File: src/rtl/xlr8_text_ram_ctrl.sv
// ----------------------------------------------------------------------------
// xlr8_text_ram_ctrl
// Port-A controller for the HDMI text-mode char and attr RAMs (COLS x ROWS
// cells). The AVR host always wins port A. A fill/scroll engine uses the
// cycles the host leaves idle.
//
// Ports
//   clk_core, rst, clken      : core clock, sync active-high reset, clock enable
//   host_req/we/sel/addr/wdata: host byte access (sel 0=char, 1=attr)
//   host_rdata, host_rvalid   : registered read data and its 1-cycle strobe
//   cmd_start/op/char/attr    : engine command (op 00=FILL, 01=SCROLL_UP)
//   busy, done                : engine running / 1-cycle completion pulse
//   ram_*                     : shared port A of the char and attr RAMs
// ----------------------------------------------------------------------------
module xlr8_text_ram_ctrl #(
    parameter int ADDR_W = 13,
    parameter int COLS   = 80,
    parameter int ROWS   = 30
) (
    input  logic              clk_core,
    input  logic              rst,
    input  logic              clken,
    input  logic              host_req,
    input  logic              host_we,
    input  logic              host_sel,
    input  logic [ADDR_W-1:0] host_addr,
    input  logic [7:0]        host_wdata,
    output logic [7:0]        host_rdata,
    output logic              host_rvalid,
    input  logic              cmd_start,
    input  logic [1:0]        cmd_op,
    input  logic [7:0]        cmd_char,
    input  logic [7:0]        cmd_attr,
    output logic              busy,
    output logic              done,
    output logic [ADDR_W-1:0] ram_addr,
    output logic [7:0]        ram_char_wdata,
    output logic [7:0]        ram_attr_wdata,
    output logic              ram_char_we,
    output logic              ram_attr_we,
    output logic              ram_re,
    input  logic [7:0]        ram_char_q,
    input  logic [7:0]        ram_attr_q
);
    localparam logic [ADDR_W-1:0] LAST_CELL = ADDR_W'(COLS * ROWS - 1);
    localparam logic [ADDR_W-1:0] LAST_SRC  = ADDR_W'(COLS * (ROWS - 1) - 1);
    localparam logic [ADDR_W-1:0] ROW_STEP  = ADDR_W'(COLS);
    localparam logic [ADDR_W-1:0] ONE       = ADDR_W'(1);

    typedef enum logic [2:0] {IDLE, FILL, SC_RD, SC_WR, SC_CLR, DONE} state_t;

    state_t            state_q, state_d;
    logic [ADDR_W-1:0] cnt_q, cnt_d;
    logic [7:0]        fill_char_q, fill_char_d;
    logic [7:0]        fill_attr_q, fill_attr_d;
    logic              hold_valid_q, hold_valid_d;
    logic [7:0]        hold_char_q, hold_char_d;
    logic [7:0]        hold_attr_q, hold_attr_d;
    logic              rd_pend_q;
    logic              rd_sel_q;
    logic [7:0]        host_rdata_q;
    logic              host_rvalid_q;

    logic              eng_active;
    logic              eng_we;
    logic              eng_re;
    logic [ADDR_W-1:0] eng_addr;
    logic [7:0]        eng_char;
    logic [7:0]        eng_attr;
    logic              host_grant;
    logic              eng_go;

    // Engine's view of port A, before arbitration.
    always_comb begin
        eng_active = (state_q == FILL) || (state_q == SC_RD) ||
                     (state_q == SC_WR) || (state_q == SC_CLR);
        eng_we   = 1'b0;
        eng_re   = 1'b0;
        eng_addr = cnt_q;
        eng_char = fill_char_q;
        eng_attr = fill_attr_q;
        case (state_q)
            FILL, SC_CLR: eng_we = 1'b1;
            SC_RD: begin
                eng_re   = 1'b1;
                eng_addr = cnt_q + ROW_STEP;
            end
            SC_WR: begin
                // q may have been overwritten by a host read after a stall,
                // so a captured copy takes precedence.
                eng_we   = 1'b1;
                eng_char = hold_valid_q ? hold_char_q : ram_char_q;
                eng_attr = hold_valid_q ? hold_attr_q : ram_attr_q;
            end
            default: ;
        endcase
    end

    // Next-state logic. A host request stalls any port-using engine state.
    always_comb begin
        state_d      = state_q;
        cnt_d        = cnt_q;
        fill_char_d  = fill_char_q;
        fill_attr_d  = fill_attr_q;
        hold_valid_d = hold_valid_q;
        hold_char_d  = hold_char_q;
        hold_attr_d  = hold_attr_q;
        if (clken) begin
            if (host_req && eng_active) begin
                // Capture the row-below data only once: a second stall would
                // see q already replaced by a host read.
                if (state_q == SC_WR && !hold_valid_q) begin
                    hold_valid_d = 1'b1;
                    hold_char_d  = ram_char_q;
                    hold_attr_d  = ram_attr_q;
                end
            end else begin
                case (state_q)
                    IDLE: begin
                        if (cmd_start) begin
                            cnt_d        = '0;
                            fill_char_d  = cmd_char;
                            fill_attr_d  = cmd_attr;
                            hold_valid_d = 1'b0;
                            case (cmd_op)
                                2'b00:   state_d = FILL;
                                2'b01:   state_d = SC_RD;
                                default: state_d = DONE;
                            endcase
                        end
                    end
                    FILL, SC_CLR: begin
                        if (cnt_q == LAST_CELL) state_d = DONE;
                        else                    cnt_d   = cnt_q + ONE;
                    end
                    SC_RD: state_d = SC_WR;
                    SC_WR: begin
                        // The copy phase ends exactly where the clear phase
                        // starts, so the counter always advances.
                        hold_valid_d = 1'b0;
                        cnt_d        = cnt_q + ONE;
                        state_d      = (cnt_q == LAST_SRC) ? SC_CLR : SC_RD;
                    end
                    DONE:    state_d = IDLE;
                    default: state_d = IDLE;
                endcase
            end
        end
    end

    // Port-A arbitration; rst suppresses all accesses in the cycle it is seen.
    always_comb begin
        host_grant     = host_req && clken && !rst;
        eng_go         = eng_active && clken && !host_req && !rst;
        ram_addr       = host_grant ? host_addr  : eng_addr;
        ram_char_wdata = host_grant ? host_wdata : eng_char;
        ram_attr_wdata = host_grant ? host_wdata : eng_attr;
        ram_char_we    = host_grant ? (host_we && !host_sel) : (eng_go && eng_we);
        ram_attr_we    = host_grant ? (host_we && host_sel)  : (eng_go && eng_we);
        ram_re         = host_grant ? !host_we : (eng_go && eng_re);
        busy           = eng_active;
        done           = (state_q == DONE) && clken;
        host_rvalid    = host_rvalid_q && clken;
        host_rdata     = host_rdata_q;
    end

    always_ff @(posedge clk_core) begin
        if (rst) begin
            state_q       <= IDLE;
            cnt_q         <= '0;
            fill_char_q   <= '0;
            fill_attr_q   <= '0;
            hold_valid_q  <= 1'b0;
            hold_char_q   <= '0;
            hold_attr_q   <= '0;
            rd_pend_q     <= 1'b0;
            rd_sel_q      <= 1'b0;
            host_rdata_q  <= '0;
            host_rvalid_q <= 1'b0;
        end else begin
            state_q      <= state_d;
            cnt_q        <= cnt_d;
            fill_char_q  <= fill_char_d;
            fill_attr_q  <= fill_attr_d;
            hold_valid_q <= hold_valid_d;
            hold_char_q  <= hold_char_d;
            hold_attr_q  <= hold_attr_d;
            // Host read pipeline: RAM q is valid in the cycle after the
            // request and is registered on the following enabled edge.
            if (clken) begin
                rd_pend_q     <= host_grant && !host_we;
                rd_sel_q      <= host_sel;
                host_rvalid_q <= rd_pend_q;
                if (rd_pend_q) begin
                    host_rdata_q <= rd_sel_q ? ram_attr_q : ram_char_q;
                end
            end
        end
    end
endmodule
File: config.mk
export PLATFORM = sky130hd
export DESIGN_NAME = xlr8_text_ram_ctrl
export DESIGN_NICKNAME = d
export VERILOG_FILES = /design/src/rtl/xlr8_text_ram_ctrl.sv
export SDC_FILE = /design/constraint.sdc
export NUM_CORES = 1
export LEC_CHECK = 0
export CORE_ASPECT_RATIO = 1.4
export CORE_UTILIZATION = 51
export DETAILED_ROUTE_END_ITERATION = 6
export PLACE_DENSITY = 0.87
export SYNTH_ARGS = -nofsm -noshare
export SYNTH_HDL_FRONTEND = slang
export SYNTH_SLANG_ARGS = --single-unit
File: constraint.sdc
create_clock -name clk_core -period 5.5 [get_ports clk_core]
set_clock_uncertainty 0.2 [all_clocks]
set_input_delay 1.1 -clock clk_core [delete_from_list [all_inputs] [get_ports clk_core]]
set_output_delay 1.1 -clock clk_core [all_outputs]
set_load 0.02 [all_outputs]
# [After elaboration in Yosys (flattened, before gate mapping)]
# Index checks and enable logic that the tools add are counted.
[totals] ff_bits=60 latchBits=0 ram_bits=0 rom_bits=0 inputBits=62 out_inout_bits=43 word_cells=87 mem_count=0
[classes] addsub=2 n_mul=0 n_div=0 order_cmp=0 eq_ne=13 shifts=0 n_mux=26 bitwise=1 reduce_logical=34
[ops] cell="2-to-1 mux 8 bit" n=7
[ops] cell="2-to-1 mux 13 bit" n=4
[ops] cell="one-hot mux 13 bit (3 select lines)" n=1
[ops] cell="equality test 13 x 12 -> 1 bit (second input constant)" n=2
[ops] cell="logical AND 1 bit" n=14
[ops] cell="adder 13 x 1 -> 13 bit (second input constant)" n=1
[ops] cell="adder 13 x 7 -> 13 bit (second input constant)" n=1
[ops] cell="one-hot mux 3 bit (4 select lines)" n=1
[ops] cell="AND reduction 4 bit" n=3
[ops] cell="2-to-1 mux 3 bit" n=3
[ops] cell="2-to-1 mux 1 bit" n=8
[ops] cell="equality test 3 x 2 -> 1 bit (second input constant)" n=2
[ops] cell="equality test 3 bit (second input constant)" n=2
[ops] cell="!= test 2 bit (second input constant)" n=3
[ops] cell="one-hot mux 3 bit (2 select lines)" n=1
[ops] cell="nonzero test 3 bit" n=2
[ops] cell="logical NOT 1 bit" n=5
[ops] cell="AND reduction 5 bit" n=1
[ops] cell="equality test 3 x 1 -> 1 bit (second input constant)" n=1
[ops] cell="logical NOT 3 bit" n=1
[ops] cell="logical OR 1 bit" n=3
[ops] cell="!= test 3 bit (second input constant)" n=1
[ops] cell="AND reduction 3 bit" n=1
[ops] cell="OR reduction 3 bit" n=1
[ops] cell="other kinds (7)" n=7

# [Depth between registers and ports, before layout]
[logic_depth] word_depth=9 depth_mapped=9

# [Least setup slack after synthesis]
# OpenSTA, ideal clock, no wires.
[synth_path] path_kind="input to output" startpoint="input rst" endpoint="output ram_addr[4]" t_arrival_ns=2.522 slack_ns=1.678 stages=6 path_buffers=3 path_cell_list="clkbuf_1 inv_1 and3_1 clkbuf_1 clkbuf_1 o21ai_0"
[synth_between] elab_chain_cells=3
[synth_lines] item="start, declared" line_no="21" source="input logic rst,"
[synth_lines] item="logical NOT 1 bit" line_no="153" source="host_grant = host_req && clken && !rst;"
[synth_lines] item="logical AND 1 bit" line_no="153"
[synth_lines] item="2-to-1 mux 13 bit" line_no="155" source="ram_addr = host_grant ? host_addr : eng_addr;"
[synth_lines] item="end, declared" line_no="36" source="output logic [ADDR_W-1:0] ram_addr,"
# Every way passes these cells.

# [Worst setup path after layout]
[layout_path] startpoint="input host_req" endpoint="output ram_addr[0]"
[layout_between] elab_chain_cells=3
[layout_lines] item="start, declared" line_no="23" source="input logic host_req,"
[layout_lines] item="logical AND 1 bit (2 in series)" line_no="153"
[layout_lines] item="2-to-1 mux 13 bit" line_no="155"
# Every way passes these cells.

==> results.txt <==
----------------------------------------------------
[Run status]
  Result of the run ... completed

[Drt]
  Antenna Nets Post-Route ... 0
  Average wire per standard cell ... 15.0 um
  Vias per inst ... 5.71
  Total number of vias ... 3492
  Wire length after detailed routing ... 9.17 mm
  Initial drt markers ... 211
  Drt first pass iters ... 5
  Number of remaining DRC errors ... 0

[Setup path]
  Cell breakdown of the critical path ... clkdlybuf4s50_1, and3_1, buf_4, mux2_2, clkdlybuf4s50_1
  Data required time of the critical path ... 4.20 ns
  CP dominant cell by count ... sky130_fd_sc_hd__clkdlybuf4s50_1
  Stages on worst setup path ... 5
  Path type of the worst setup path ... in2out
  Kind of end point of the critical path ... output pin
  Worst reg-to-reg path cell count ... 5
  Endpoint of the most critical register-to-register path ... cnt_q[10]
  Maximum fanout along the worst path ... 48
  Worst reg-to-reg setup slack ... 2.75 ns
  Reg2reg start ... cnt_q[7]
  Element type at the critical path start ... input pin
  Top cell family by delay on the critical path ... buffers and inverters
  CP max stage delay ... 0.63 ns
  Crit path capture ... ram_addr[0]
  Standard cell with the maximum stage delay on the critical path ... sky130_fd_sc_hd__clkdlybuf4s50_1
  Critical path arrival ... 3.25 ns
  Worst setup startpoint ... host_req
  Worst path buffer plus inverter count ... 3

[Clock network]
  Clock sinks ... 60
  Library cell used as clock root buffer ... sky130_fd_sc_hd__clkbuf_8
  Max H-tree Level ... 3
  Clock latency reported for the late side of the worst-skew pair ... 0.35 ns
  Post-CTS Setup Bufs ... 0
  Number of gates resized after cts ... 0
  Number of clock buffers inserted by TritonCTS ... 9
  Clock-pin transition on the worst setup and hold timing paths ... 0.07 ns
  Max Buffers Root-to-Sink ... 2
  CTS hold repair buffers ... 0
  TritonCTS clock tree ... done

[Layout]
  Total area of sequential cells ... 1200 um^2
  Share of final-layout standard cells stronger than drive strength 1 ... 0.0632
  Area occupied by multi-input gates ... 2090 um^2
  Synth-to-layout area growth ... 34.4%
  Non-filler instance count after layout ... 612
  Share of the core filled with cells ... 0.711
  NumNets Final ... 599
  Antenna cell count ... 0
  Number of fill cells ... 516

[Power]
  Pleak ... 0.00158 uW
  Ratio of total power to cell area ... 246 nW/um^2
  Largest voltage drop on the vdd net ... 0.168 mV

[Die]
  Die H ... 99.7 um
  Die width ... 71.8 um
  Ports placed on the boundary ... 105
  Area of the die ... 7150 um^2
  Number of cell rows ... 35
  Core footprint ... 6570 um^2
  Starting Density ... 0.529

[Global route]
  Global-route wire length before repair ... 14.8 mm
  Overall global routing resource usage ... 0.264
  Largest net degree at the start of global routing ... 53
  Total grt overflow ... 0
  Number of antenna violations at the first check in global routing ... 0
  Vias in the first global route ... 3155

[Run]
  Maxcap violations ... 0

[STA]
  Clock period minus final worst setup slack ... 4.55 ns
  Sum of negative setup slack ... 0 ns
  Fmax ... 220 MHz
  Number of endpoints with negative hold slack in the final report ... 0
  Unrepaired setup endpoints after global routing ... no
  Headroom to the max-slew limit ... 0.308
  Total setup violations reported at the end of the flow ... 0
  Number of slew-limit violations in the final report ... 0
  Transition time of the tightest slew-check pin ... 1.04 ns
  Share of the cycle needed by the critical path after routing ... 0.827

[Synth]
  Post-Synthesis Cell Area ... 3480 um^2
  Predominant post-synthesis flop cell ... sky130_fd_sc_hd__dfxtp_1
  Average footprint of a synthesized cell ... 7.76 um^2
  Cell count after synthesis ... 448
  Post-synth net total ... 514
  Number of different library cells in the post-synthesis netlist ... 52
  Number of flops mapped to enable cells by yosys ... 0
  Number of synthesized register bits ... 60
  Proportion of synthesized flip-flops having asynchronous set or reset ... 0
  Fraction of the yosys area taken by sequential cells ... 0.346
  Total of warnings raised by yosys ... 0

[Placement]
  Final weighted congestion of routability-driven global placement ... 0.898
  Placed cell count ... 596
  Post-DP HPWL ... 6.72 mm
  IO buf count ... 104

[Min path]
  Worst hold path type ... reg2reg

----------------------------------------------------
==> power by group <==
group	switching, uW	leakage, uW	internal (uW)
clock	202	0.000101	216
sequential	25.3	0.000486	450
combinational	131	0.000991	126
==> logic make-up after synthesis <==
group                    synth area share
AO/OA/AOI/OAI                       0.185
XOR/XNOR                           0.0227
adder cells (fa/ha/maj)            0.0144
buffers and inverters              0.0544
flip-flops                          0.346
multiplexers                        0.137
AND/OR/NAND/NOR                     0.241
==> per-stage QoR <==
stage / hold WS, ns / total power (uW) / worst slack (ns) / area, um^2
floorplan: 0.232 / 633 / 1.68 / 3480
global placement: 0.242 / 736 / 1.01 / 4470
detailed placement: 0.249 / 740 / 0.955 / 4470
CTS: 0.259 / 1150 / 0.955 / 4670
global route: 0.279 / 1200 / 0.825 / 4670
finish: 0.258 / 1150 / 0.951 / 4670
==> synth_stat cells (all sizes together) (2+ instances only) <==
library cell  instances  area share
a21o                  2      0.0043
dfxtp                60        0.35
or3b                  2      0.0050
and3                  4      0.0072
buf                   6       0.017
mux2i                42        0.12
nor4                  4      0.0072
or4                   5       0.013
and2                  3      0.0054
xnor2                 9       0.023
mux2                  5       0.016
nor2                 53       0.057
a21oi                51       0.076
nand3b                2      0.0043
nor3                  6       0.010
ha                    4       0.014
nand4                 3      0.0054
inv                   6      0.0065
a211oi               10       0.022
nand2                68       0.073
nand2b                6       0.011
or2                   2      0.0036
clkbuf               28       0.031
o31ai                 2      0.0043
o211ai                2      0.0043
or3                   6       0.011
nand3                 9       0.013
o21ai                34       0.049
==> metal layers <==
layer  up-vias  part of all wire  track usage  routed length [um]
met5         -                 0            0                   0
met4         0             0.020        0.104                 186
met3        21             0.055       0.0517                 508
met2       119              0.50        0.448                4630
met1      1614              0.42        0.326                3850
li1       1738                 -            -                   -
==> state kept, by name, indices dropped and copies added (netlist names) <==
register,count
host_rdata,8
hold_char_q,8
fill_char_q,8
host_rvalid_q,1
hold_valid_q,1
hold_attr_q,8
state_q,3
rd_sel_q,1
cnt_q,13
rd_pend_q,1
fill_attr_q,8
==> area by class of cell <==
| class | instances | area share |
|---|---|---|
| flip-flops and latches | 60 | 0.257 |
| clock inverters | 7 | 0.0174 |
| multi-input cells | 348 | 0.446 |
| well taps | 74 | 0.0198 |
| inverters | 6 | 0.00482 |
| clock buffers | 9 | 0.0265 |
| repair buffers | 108 | 0.228 |
==> placed cells by master, fill, tap and decap left out, types with 3 or more instances in the layout <==
cell | netlist | routed
sky130_fd_sc_hd__nor2_1 | 53 | 53
sky130_fd_sc_hd__o21ai_1 | 11 | 11
sky130_fd_sc_hd__clkbuf_8 | 0 | 9
sky130_fd_sc_hd__or4_1 | 3 | 3
sky130_fd_sc_hd__clkdlybuf4s50_1 | 0 | 103
sky130_fd_sc_hd__buf_4 | 1 | 4
sky130_fd_sc_hd__mux2_2 | 5 | 5
sky130_fd_sc_hd__nor4_1 | 4 | 4
sky130_fd_sc_hd__or3_1 | 6 | 6
sky130_fd_sc_hd__xnor2_1 | 9 | 9
sky130_fd_sc_hd__mux2i_1 | 42 | 42
sky130_fd_sc_hd__nand2b_1 | 6 | 6
sky130_fd_sc_hd__ha_1 | 4 | 4
sky130_fd_sc_hd__nor3_1 | 5 | 5
sky130_fd_sc_hd__inv_1 | 6 | 6
sky130_fd_sc_hd__dfxtp_1 | 60 | 60
sky130_fd_sc_hd__nand2_1 | 68 | 68
sky130_fd_sc_hd__inv_6 | 0 | 4
sky130_fd_sc_hd__a21oi_1 | 49 | 49
sky130_fd_sc_hd__a211oi_1 | 10 | 10
sky130_fd_sc_hd__and3_1 | 4 | 4
sky130_fd_sc_hd__o21ai_0 | 23 | 23
sky130_fd_sc_hd__nand4_1 | 3 | 3
sky130_fd_sc_hd__nand3_1 | 9 | 9
sky130_fd_sc_hd__and2_1 | 3 | 3
==> how the worst min path moves through the flow <==
stage	start	to	slack [ns]	cells past startpoint
after global placement	rd_pend_q	rd_pend_q	0.24	2
final	fill_char_q[4]	fill_char_q[4]	0.26	2
after detailed placement	fill_attr_q[6]	fill_attr_q[6]	0.25	2
after CTS	fill_char_q[4]	fill_char_q[4]	0.26	2
after global routing	fill_attr_q[6]	fill_attr_q[6]	0.28	2
after floorplan	rd_pend_q	rd_pend_q	0.23	2
==> worst min-delay path, cell delays in order (launching register included) <==
cell and delay (ns):
sky130_fd_sc_hd__dfxtp_1 0.31, sky130_fd_sc_hd__nand2_1 0.05, sky130_fd_sc_hd__a21oi_1 0.05
(Power assumes the default switching activity.)
